<file path="src/rtl/deser_arb_pkg.sv">
// Shared types and helpers for deser_arbiter: FSM state, round-robin pick, word/beat ratio.
package deser_arb_pkg;

  localparam int MAX_REQ = 32;
  localparam int IDX_W   = 5;

  typedef enum logic {
    IDLE  = 1'b0,
    BURST = 1'b1
  } state_t;

  typedef struct packed {
    logic             found;
    logic [IDX_W-1:0] idx;
  } pick_t;

  function automatic int calc_no_cyc(input int bw_out, input int bw_in);
    return bw_out / bw_in;
  endfunction

  // First set bit of vld[n-1:0] searching upward from start with wrap.
  function automatic pick_t rr_pick(input logic [MAX_REQ-1:0] vld,
                                    input int unsigned start,
                                    input int unsigned n);
    pick_t       res;
    int unsigned j;
    res = '0;
    for (int unsigned i = 0; i < MAX_REQ; i++) begin
      j = start + i;
      if (j >= n) j = j - n;
      if (i < n && !res.found && vld[j[IDX_W-1:0]]) begin
        res.found = 1'b1;
        res.idx   = j[IDX_W-1:0];
      end
    end
    return res;
  endfunction

endpackage

</file>
<file path="src/rtl/rr_arbiter.sv">
// Combinational round-robin pick over vld, searching upward from start with wrap.
module rr_arbiter
  import deser_arb_pkg::*;
#(
  parameter int NO_REQ = 4,
  parameter int ID_W   = $clog2(NO_REQ)
) (
  input  logic [NO_REQ-1:0] vld,
  input  logic [ID_W-1:0]   start,
  output logic              found,
  output logic [ID_W-1:0]   idx
);

  pick_t pick;

  always_comb begin
    pick  = rr_pick(MAX_REQ'(vld), 32'(start), NO_REQ);
    found = pick.found;
    idx   = ID_W'(pick.idx);
  end

endmodule

</file>
<file path="src/rtl/deser_arbiter.sv">
// Round-robin arbiter granting whole BW_OUT words of a shared from_serial deserializer.
// Optional DESER_CHECK_EN: sticky sync_err when deser_vld disagrees with tag_vld.
module deser_arbiter
  import deser_arb_pkg::*;
#(
  parameter int NO_REQ = 4,
  parameter int NO_CH  = 10,
  parameter int BW_IN  = 2,
  parameter int BW_OUT = 8
) (
  input  logic                                    clk,
  input  logic                                    rst,
  input  logic [NO_REQ-1:0]                       req_vld,
  input  logic [NO_REQ-1:0][NO_CH-1:0][BW_IN-1:0] req_data,
  output logic [NO_REQ-1:0]                       req_rdy,
  output logic                                    ser_vld,
  output logic [NO_CH-1:0][BW_IN-1:0]             ser_data,
  input  logic                                    deser_vld,
  output logic                                    tag_vld,
  output logic [$clog2(NO_REQ)-1:0]               tag_id,
  output logic                                    sync_err
);

  localparam int NO_CYC = calc_no_cyc(BW_OUT, BW_IN);
  localparam int CNT_W  = (NO_CYC > 1) ? $clog2(NO_CYC) : 1;
  localparam int ID_W   = $clog2(NO_REQ);
  localparam logic [CNT_W-1:0] LAST_BEAT = CNT_W'(NO_CYC - 1);
  localparam logic [ID_W-1:0]  LAST_ID   = ID_W'(NO_REQ - 1);

  generate
    if (BW_OUT % BW_IN != 0) begin : g_bad_ratio
      $fatal(1, "deser_arbiter: BW_OUT must be an integer multiple of BW_IN");
    end
    if (NO_REQ < 2 || NO_REQ > MAX_REQ) begin : g_bad_req
      $fatal(1, "deser_arbiter: NO_REQ out of range");
    end
  endgenerate

  state_t            state_reg;
  logic [ID_W-1:0]   owner_reg;
  logic [ID_W-1:0]   rr_ptr_reg;
  logic [CNT_W-1:0]  beat_cnt_reg;
  logic              tag_vld_reg;
  logic [ID_W-1:0]   tag_id_reg;

  logic [ID_W-1:0]   owner_inc;
  logic [ID_W-1:0]   arb_start;
  logic              arb_found;
  logic [ID_W-1:0]   arb_idx;
  logic              beat_accept;
  logic              last_beat;

  // One arbiter serves both IDLE and last-beat paths; rr_ptr equals owner+1 after a word.
  assign owner_inc = (owner_reg == LAST_ID) ? '0 : owner_reg + ID_W'(1);
  assign arb_start = (state_reg == BURST) ? owner_inc : rr_ptr_reg;

  rr_arbiter #(.NO_REQ(NO_REQ), .ID_W(ID_W)) u_rr (
    .vld   (req_vld),
    .start (arb_start),
    .found (arb_found),
    .idx   (arb_idx)
  );

  genvar gi;
  generate
    for (gi = 0; gi < NO_REQ; gi++) begin : g_rdy
      assign req_rdy[gi] = (state_reg == BURST) && (owner_reg == ID_W'(gi));
    end
  endgenerate

  always_comb begin
    ser_vld  = 1'b0;
    ser_data = '0;
    if (state_reg == BURST) begin
      ser_vld  = req_vld[owner_reg];
      ser_data = req_data[owner_reg];
    end
  end

  assign beat_accept = (state_reg == BURST) && req_vld[owner_reg];
  assign last_beat   = beat_accept && (beat_cnt_reg == LAST_BEAT);

  always_ff @(posedge clk) begin
    if (rst) begin
      state_reg    <= IDLE;
      owner_reg    <= '0;
      rr_ptr_reg   <= '0;
      beat_cnt_reg <= '0;
      tag_vld_reg  <= 1'b0;
      tag_id_reg   <= '0;
    end else begin
      tag_vld_reg <= 1'b0;
      case (state_reg)
        IDLE: begin
          if (arb_found) begin
            owner_reg    <= arb_idx;
            beat_cnt_reg <= '0;
            state_reg    <= BURST;
          end
        end
        BURST: begin
          if (last_beat) begin
            rr_ptr_reg   <= owner_inc;
            beat_cnt_reg <= '0;
            tag_vld_reg  <= 1'b1;
            tag_id_reg   <= owner_reg;
            if (arb_found) owner_reg <= arb_idx;
            else           state_reg <= IDLE;
          end else if (beat_accept) begin
            beat_cnt_reg <= beat_cnt_reg + CNT_W'(1);
          end
        end
        default: state_reg <= IDLE;
      endcase
    end
  end

  assign tag_vld = tag_vld_reg;
  assign tag_id  = tag_id_reg;

`ifdef DESER_CHECK_EN
  logic sync_err_reg;
  always_ff @(posedge clk) begin
    if (rst)                           sync_err_reg <= 1'b0;
    else if (deser_vld != tag_vld_reg) sync_err_reg <= 1'b1;
  end
  assign sync_err = sync_err_reg;
`else
  logic unused_deser_vld;
  assign unused_deser_vld = deser_vld;
  assign sync_err         = 1'b0;
`endif

endmodule

</file>
<file path="config.mk">
export PLATFORM = sky130hd
export DESIGN_NAME = deser_arbiter
export DESIGN_NICKNAME = d
export VERILOG_FILES = /design/src/rtl/deser_arb_pkg.sv /design/src/rtl/rr_arbiter.sv /design/src/rtl/deser_arbiter.sv
export SDC_FILE = /design/constraint.sdc
export NUM_CORES = 1
export LEC_CHECK = 0
export ABC_CLOCK_PERIOD_IN_PS = 3600
export CORE_MARGIN = 2
export CORE_UTILIZATION = 33
export CTS_CLUSTER_SIZE = 40
export DETAILED_ROUTE_END_ITERATION = 10
export PLACE_DENSITY = 0.81
export SETUP_SLACK_MARGIN = 0.5
export SYNTH_ARGS = -nofsm -noshare
export SYNTH_HDL_FRONTEND = slang
export SYNTH_SLANG_ARGS = --single-unit
</file>
<file path="constraint.sdc">
create_clock -name clk -period 3.6 [get_ports clk]
set_input_delay 0.72 -clock clk [delete_from_list [all_inputs] [get_ports clk]]
set_output_delay 0.72 -clock clk [all_outputs]
set_load 0.01 [all_outputs]
</file>
After elaboration in Yosys (flattened, before gate mapping)
Cells that the tools add are included.
W data, S select, Z words.

word-level totals
  register bits after elaboration = 10
  input bits = 87

cells by class
  bitwise logic cells = 1
  $lt $le $gt $ge = 9
  reduce and logical (&&, ||, !) cells = 16
  add/subtract/negate cells = 9
  mux-type cells = 35
  equality and inequality tests = 7

operators by type and width
  operator               count
  $ge A32 B3 Y1 const B  3
  $bmux W20 S2           1
  $mux W20               2
  $lt A5 B6 Y1 const B   4
  $mux W6                4
  $bmux W1 S5            4
  $mux W5                4
  $sub A5 B3 Y5 const B  3
  $mux W2                7
  $logic_and A1 B1 Y1    9
  $mux W1                9
  $pmux W2 S2            2
  $add A2 B2 Y3 const B  2
  $eq A2 B2 Y1 const B   3
  $add A2 B1 Y2 const B  2
  $ne A2 B1 Y1 const B   2
  $reduce_and A2 Y1      2
  $sub A2 B3 Y4 const B  1
  $add A2 B1 Y3 const B  1
  $ge A2 B3 Y1 const B   1
  $logic_not A1 Y1       3
  $lt A2 B3 Y1 const B   1
  $ne A3 B1 Y1 const B   1
  $bmux W1 S2            1
  5 further kinds        5

Longest topological paths before layout
  depth after elaboration = 20
  depth in mapped cells = 11
  gate-level depth less buffers = 9

Modules after synthesis
Synthesis repeated with hierarchy kept, for this count alone.

unflattened totals
  cells, all modules = 154
  area total of the unflattened synthesis = 1551.5 µm²

modules (own cells, without submodules)
  module         cells each  instances  area an instance (µm²)
  deser_arbiter  115         1          1241.2
  rr_arbiter     39          1          310.3

Worst setup path after synthesis
OpenSTA, ideal clock, no wires.

  path kind = register to register
  from = register owner_reg[1]
  to = register owner_reg[0]
  path slack = 0.803 ns
  path buffers = 2
  setup time = 0.122 ns
  data required time = 3.478 ns
  period minus slack after synthesis = 2.797 ns
  data arrival time = 2.675 ns
  stages on the path, launching flop included = 11
  cell sequence = dfxtp_1 -> buf_2 -> buf_1 -> inv_1 -> ha_1 -> mux2_4 -> ha_1 -> mux4_2 -> nand2_1 -> o211ai_1 -> o311a_1

on the way
  longest elaborated chain between the ends = 20
  elaborated cells on any way between the ends = 45
  those cells by class = add/sub (8); order compare (4); eq/ne (2); mux (23); reduce/logical (8)

RTL lines
  item                                                    RTL line                                   text
  from (decl)                                             deser_arbiter.sv:40                        logic [ID_W-1:0] owner_reg;
  from (signal assigned)                                  deser_arbiter.sv:96                        owner_reg <= arb_idx;
  from (signal assigned)                                  deser_arbiter.sv:107                       if (arb_found) owner_reg <= arb_idx;
  $add A2 B1 Y2 / $eq A2 B2 Y1 (equally long branches)    deser_arbiter.sv:54                        assign owner_inc = (owner_reg == LAST_ID) ? '0 : owner_reg + ID_W'(1);
  $mux W2 *                                               deser_arbiter.sv:54
  via owner_inc[1]                                        deser_arbiter.sv:46                        logic [ID_W-1:0] owner_inc;
  $mux W2 *                                               deser_arbiter.sv:55                        assign arb_start = (state_reg == BURST) ? owner_inc : rr_ptr_reg;
  branches (longest 13 deep; another with $ge A32 B3 Y1)  n/a
  $mux W6 *                                               deser_arb_pkg.sv:31                        if (i < n && !res.found && vld[j[IDX_W-1:0]]) begin
  $mux W2 *                                               deser_arbiter.sv:95, deser_arbiter.sv:107
  $mux W2                                                 deser_arbiter.sv:102                       if (last_beat) begin
  $pmux W2 S2 *                                           deser_arbiter.sv:93                        case (state_reg)

Mark *: on every way through the listed nets, which the timed path passes. The select of a mux whose other input is x is not followed.
A chain may end at the register's enable or synchronous reset.

==> results.sh <==
export IMPL_status="completed"
export IMPL_rows=24
export IMPL_place_area_mm2=0.00262
export IMPL_hold_viol_final=0
export IMPL_synth_edf_count=0
export IMPL_cts_tree="done"
export IMPL_root_buffer="clkbuf_8"
export IMPL_path_buf_inv=2
export IMPL_antenna_left=0
export IMPL_clk_pin_slew_ns=0.04
export IMPL_cp_data_arrival_time_ns=2.25
export IMPL_final_area_mm2=0.00267
export IMPL_synth_top_area_share_pct=34.3
export IMPL_die_w_um=70.2
export IMPL_num_vias=1602
export IMPL_fmax_mhz=336
export IMPL_routabilityCongestion=0.821
export IMPL_synth_top_area_cell="mux4_2"
export IMPL_crit_chain="clkdlybuf4s50_1, mux4_2, and2_1, clkdlybuf4s50_1"
export IMPL_p_leak_uw=0.000980
export IMPL_fp_dieH_um=70.2
export IMPL_path_delay_family="buffers and inverters"
export IMPL_synth_fp_nets=243
export IMPL_syn_area_per_cell_um2=9.77
export IMPL_grt_max_degree=26
export IMPL_grtUsageTotal_pct=19.5
export IMPL_clock_sinks=10
export IMPL_ir_drop_v=0.000213
export IMPL_synth_most_common_cell="and2_1"
export IMPL_syn_inst=148
export IMPL_crit_top_cell="clkdlybuf4s50_1"
export IMPL_synth_flop_cell="dfxtp_1"
export IMPL_required_ns=2.88
export IMPL_drt_wl_total_mm=4.93
export IMPL_synthArstFlopShare_pct=0
export IMPL_viasPerCell=5.18
export IMPL_worstSetupPathType="primary input to output pin"
export IMPL_io_buffers=113
export IMPL_tns_ns=0
export IMPL_ys_ff_latch=10
export IMPL_rsz0062_at_grt="no"
export IMPL_cts_hold_buf=0
export IMPL_yosys_top_cells_area="mux4_2 34%, dfxtp_1 14%, and2_1 11%, ha_1 6.9%, a21oi_1 4.5%"
export IMPL_diodes=0
export IMPL_clockBufferDepth=2
export IMPL_wl_per_cell_um=16.0
export IMPL_end_kind="output pin"
export IMPL_hpwl_mm=4.09
export IMPL_p_per_area_mw_per_mm2=241
export IMPL_grt_pass1_wl_mm=7.69
export IMPL_drv_cap=0
export IMPL_ys_warn_count=0
export IMPL_timing_final_crit_share_pct=82.6
export IMPL_slowest_stage="clkdlybuf4s50_1"
export IMPL_cts_made_buffers=3
export IMPL_drive_above_1_share_pct=16.0
export IMPL_grt_ovfl_total=0
export IMPL_antenna_found_initial=0
export IMPL_setup_viol=0
export IMPL_grt_pass1_vias=1510
export IMPL_cp_slowest_stage_delay_ns=0.49
export IMPL_finalMaxSlewViolations=0
export IMPL_nNetsFinal=354
export IMPL_synthTopCellsByCount="26 x and2_1, 22 x mux4_2, 14 x nand2_1"
export IMPL_drtIter0Drc=34
export IMPL_fin_skew_ns=0.00170
export IMPL_initial_core_util_pct=33.7
export IMPL_hold_path_class="flop to flop"
export IMPL_core_area_mm2=0.00429
export IMPL_crit_fanout=1
export IMPL_drt_pass1_iterations=4
export IMPL_cp_start_kind="primary input"
export IMPL_ios=116
export IMPL_seq_area_frac_synth_pct=13.8
export IMPL_netlist_area_mm2=0.00145
export IMPL_clk_latency_ns=0.24
export IMPL_period_needed_ns=2.97
export IMPL_die_area_mm2=0.00493
export IMPL_syn_to_final_growth_pct=84.4
export IMPL_synth_cell_types=37
export IMPL_htree_levels=1
export IMPL_drc=0
worst min-delay path, cell delays in order (launching register included):
cell and delay (ns):
dfxtp_1 0.30, nand2_1 0.05, a21oi_1 0.05
worst paths after layout:
path / to / cells after the start / start / slack (ns)
max reg2reg: owner_reg[0]$_SDFFE_PP0P_ / 8 / owner_reg[0]$_SDFFE_PP0P_ / 0.98
max: ser_data[5] / 4 / req_data[65] / 0.63
min: tag_id[0]$_SDFFE_PP0P_ / 2 / tag_id[0]$_SDFFE_PP0P_ / 0.45
min reg2reg: tag_id[0]$_SDFFE_PP0P_ / 2 / tag_id[0]$_SDFFE_PP0P_ / 0.45
metrics by stage:
step                      power, uW  setup WS, ns  hold slack [ns]  instances  utilization [%]
after floorplan                 338         0.803            0.449        148                -
after global placement          521         0.324            0.443        305             61.0
after detailed placement        530         0.335            0.452        305             61.0
after CTS                       648         0.556            0.458        309             62.1
after global routing            681         0.583            0.472        309             62.1
final                           642         0.625            0.452        309             62.1
area by class of cell:
cell class | instances | area [um2]
Clock buffer | 3 | 41.3
Fill cell | 387 | 1630
Inverter | 6 | 22.5
Multi-Input combinational cell | 119 | 1150
Sequential cell | 10 | 204
Tap cell | 52 | 65.1
Timing Repair Buffer | 119 | 1180
timing repair:
action	in CTS	in global routing
setup buffers	1	0
gates resized for setup	4	1
setup endpoints to repair	1	3
logic make-up (layout without fill, tap and decap cells):
family                   Yosys count  in the layout  share of synthesized area, %
AND/OR/NAND/NOR                   59             59                          22.3
AO/OA/AOI/OAI                     26             26                          12.5
multiplexers                      25             25                          37.6
buffers and inverters             19            128                          6.57
flip-flops                        10             10                          13.8
adder cells (fa/ha/maj)            8              8                          6.92
other                              1              1                         0.259
placed cells by master (no fill, tap or decap), types with 2 or more instances in the layout:
cell type,instances
a21oi_1,13
and2_1,26
buf_4,5
clkbuf_8,3
clkdlybuf4s50_1,109
dfxtp_1,9
dlygate4sd2_1,4
ha_1,8
inv_1,5
mux4_2,22
nand2_1,14
nand3_1,2
nand3b_1,2
nor2_1,6
nor4_1,4
o21ai_0,3
metal layers:
metal	global-route usage [%]	vias up	part of all wire [%]
met5	0	-	0
met4	4.06	0	0.55
met3	3.46	2	6.1
met2	36.4	62	52
met1	23.2	771	41
li1	-	767	-
report_power, final:
part           internal, uW  total (uW)  switching [uW]  leakage [uW]
registers               117         132            15.8     0.0000821
logic                   254         393             139      0.000876
clock network          73.2         117            43.4     0.0000216
total                   443         642             199      0.000980
No activity file was read; power rests on OpenSTA's default activity.
==> variant, RTL diff (config.mk and constraints unchanged) <==
Change the package constant `IDX_W` from 5 to 4.
--- a/src/rtl/deser_arb_pkg.sv
+++ b/src/rtl/deser_arb_pkg.sv
@@ -3,5 +3,5 @@
 
   localparam int MAX_REQ = 32;
-  localparam int IDX_W   = 5;
+  localparam int IDX_W   = 4;
 
   typedef enum logic {
Formal check against the unedited RTL: equivalent (equiv_simple and equiv_induct, registers matched by name and starting in step).
==> variant against the unedited design <==
Highest routed layer unchanged; sequential cell count unchanged; fmax down 2.2%; sequential power about the same; setup slack worse by 68 ps; largest power group unchanged; area after synthesis up 0.35%; non-clock buffer count up 2; worst hold slack better by 16 ps; power up 23%; count of clock-buffer cells in the layout unchanged; critical path type unchanged; routed wire length up 13%; synthesized cell count up 2.7%; cell area up 2.1%.
==> variant: results (changes against the unedited design) <==
[synth]
ys_types = 46  ; was 37
synthFlopType = dfxtp_1  ; unchanged
yosysWarnings = 0  ; unchanged
synth-seq-area-share_pct = 13.8  ; about the same
async_reset_ff_share_pct = 0  ; unchanged
syn-num-nets = 246  ; was 243
synthTopCellsByCount = and2_1, mux4_2, a21oi_1, dfxtp_1, nand2_1  ; was and2_1, mux4_2, nand2_1, a21oi_1, dfxtp_1
synth.area.top_cells = mux4_2, dfxtp_1, and2_1  ; unchanged

[finish]
drive_above_1_share_pct = 17.4  ; was 16.0%
nets = 361  ; was 354
diodes = 0  ; unchanged
fill_cells = 362  ; was 387

[power_and_ir_drop]
p_leak_uw = 0.000994  ; was 0.000980 uW
switching_share_pct = 33.6  ; was 30.9%
ir_drop_mv = 0.229  ; was 0.213 mV

[run_status]
status = complete, no violations  ; unchanged

[clock_tree]
htreeDepth = 1  ; unchanged
root_buffer = clkbuf_8  ; unchanged
cts_buffer_depth = 2  ; unchanged
clkSlewWorstSetupHoldPaths_ps = 50
clock_latency_ps = 240  ; about the same
cts_buffers = 3  ; unchanged

[route]
drt-initial-drc-count = 46  ; was 34
drtAntennaViolNets = 0  ; unchanged
route.detailed.drc = 0  ; unchanged
viasPerCell = 5.23  ; was 5.18
drt_wl_total_um = 5560  ; was 4930 um
first_pass_iters = 4  ; unchanged

[sta]
fin_worst_skew_ps = 3.84  ; was 1.70 ps
setup_viol = 0  ; unchanged
fin_tns_setup_ps = 0  ; unchanged
maxSlewViolCount = 0  ; unchanged

[critical_path]
critPathMaxStageDelay_ps = 510  ; was 490 ps
cp-end-kind = primary output  ; unchanged
worst_r2r_path_depth = 12  ; was 8
slowest_stage = mux4_2  ; was clkdlybuf4s50_1
critPathMaxFanout = 6  ; was 1
critical_path.top_delay_family = buffers and inverters  ; unchanged
crit_arrival_ps = 2320  ; was 2250 ps

[grt]
grt_pass1_wl_um = 8540  ; was 7690 um
antenna_found_initial = 0  ; unchanged
grt_max_degree = 31  ; was 26
grt_usage_pct = 22.2  ; was 19.5%
grt_pass1_vias = 1588  ; was 1,510

[place]
place_congestion = 0.841  ; was 0.821
place_ws_ps = 373  ; was 335 ps
dp_hpwl_um = 4520  ; was 4090 um
numPortBuffers = 113  ; unchanged
placed_area_mm2 = 0.00265  ; was 0.00262 mm^2

[hold_path]
hp-class = flop to flop  ; unchanged
min_path_cells = 2  ; unchanged

-- variant: final cells by class --
cell class	instances	area, um^2	area share [%]
flip-flops and latches	10	204	7.49
inverters	6	23.8	0.873
repair buffers	121	1200	44.0
multi-input cells	125	1190	43.8
clock buffers	3	41.3	1.52
well taps	52	65.1	2.39
-- variant: final timing paths --
path	startpoint	end	slack, ps
setup / recovery	req_vld[2]	ser_vld	560
hold / removal	tag_id[0]	tag_id[0]	470
hold reg to reg	tag_id[0]	tag_id[0]	470
setup reg to reg	owner_reg[1]	owner_reg[0]	640
-- variant: worst reg2reg max path, stage by stage, from the launching register on --
cell and delay [ps]:
dfxtp_1 340, buf_4 200, ha_2 280, nor3b_4 70
nor2_2 220, clkinv_2 160, ha_2 350, nand2b_1 170
a211oi_1 320, o21ai_1 140, a21o_1 200, a311oi_1 280
a221oi_1 110
-- variant: metrics by stage --
step / instances / util (%) / hold WS, ps
2_1_floorplan: 152 / - / 447
3_3_place_gp: 313 / 61.7 / 447
3_5_place_dp: 313 / 61.7 / 453
4_1_cts: 317 / 63.1 / 463
5_1_grt: 317 / 63.4 / 483
6_report: 317 / 63.4 / 468
-- variant: what timing repair did --
action                     CTS  global route
pin swaps                    0             0
gates cloned                 0             0
gates resized for setup      3             5
setup endpoints to repair   11             4
buffers inserted             1             0
-- variant: power by group through the flow --
stage | logic (uW) | registers [uW] | clock network, uW
global route | 579 | 134 | 132
global placement | 515 | 133 | 0
CTS | 535 | 132 | 124
finish | 535 | 132 | 121
detailed placement | 527 | 133 | 0
floorplan | 305 | 127 | 0
-- variant: cells by family (layout without fill, tap and decap cells) --
logic type / Yosys count / in the layout / share of synthesized area (%)
fa+ha+maj: 7 / 7 / 6.03
flops: 10 / 10 / 13.8
other cells: 1 / 1 / 0.258
buf+inv: 17 / 130 / 5.17
mux: 25 / 25 / 36.0
simple gates: 62 / 62 / 24.3
compound gates: 30 / 30 / 14.4
-- variant: layer usage --
layer	track usage [%]	share of wire, %	vias up
met3	4.91	8.0	6
met2	38.3	50	83
met1	28.2	41	771
met4	5.13	1.3	0
met5	0	0	-
li1	-	-	798
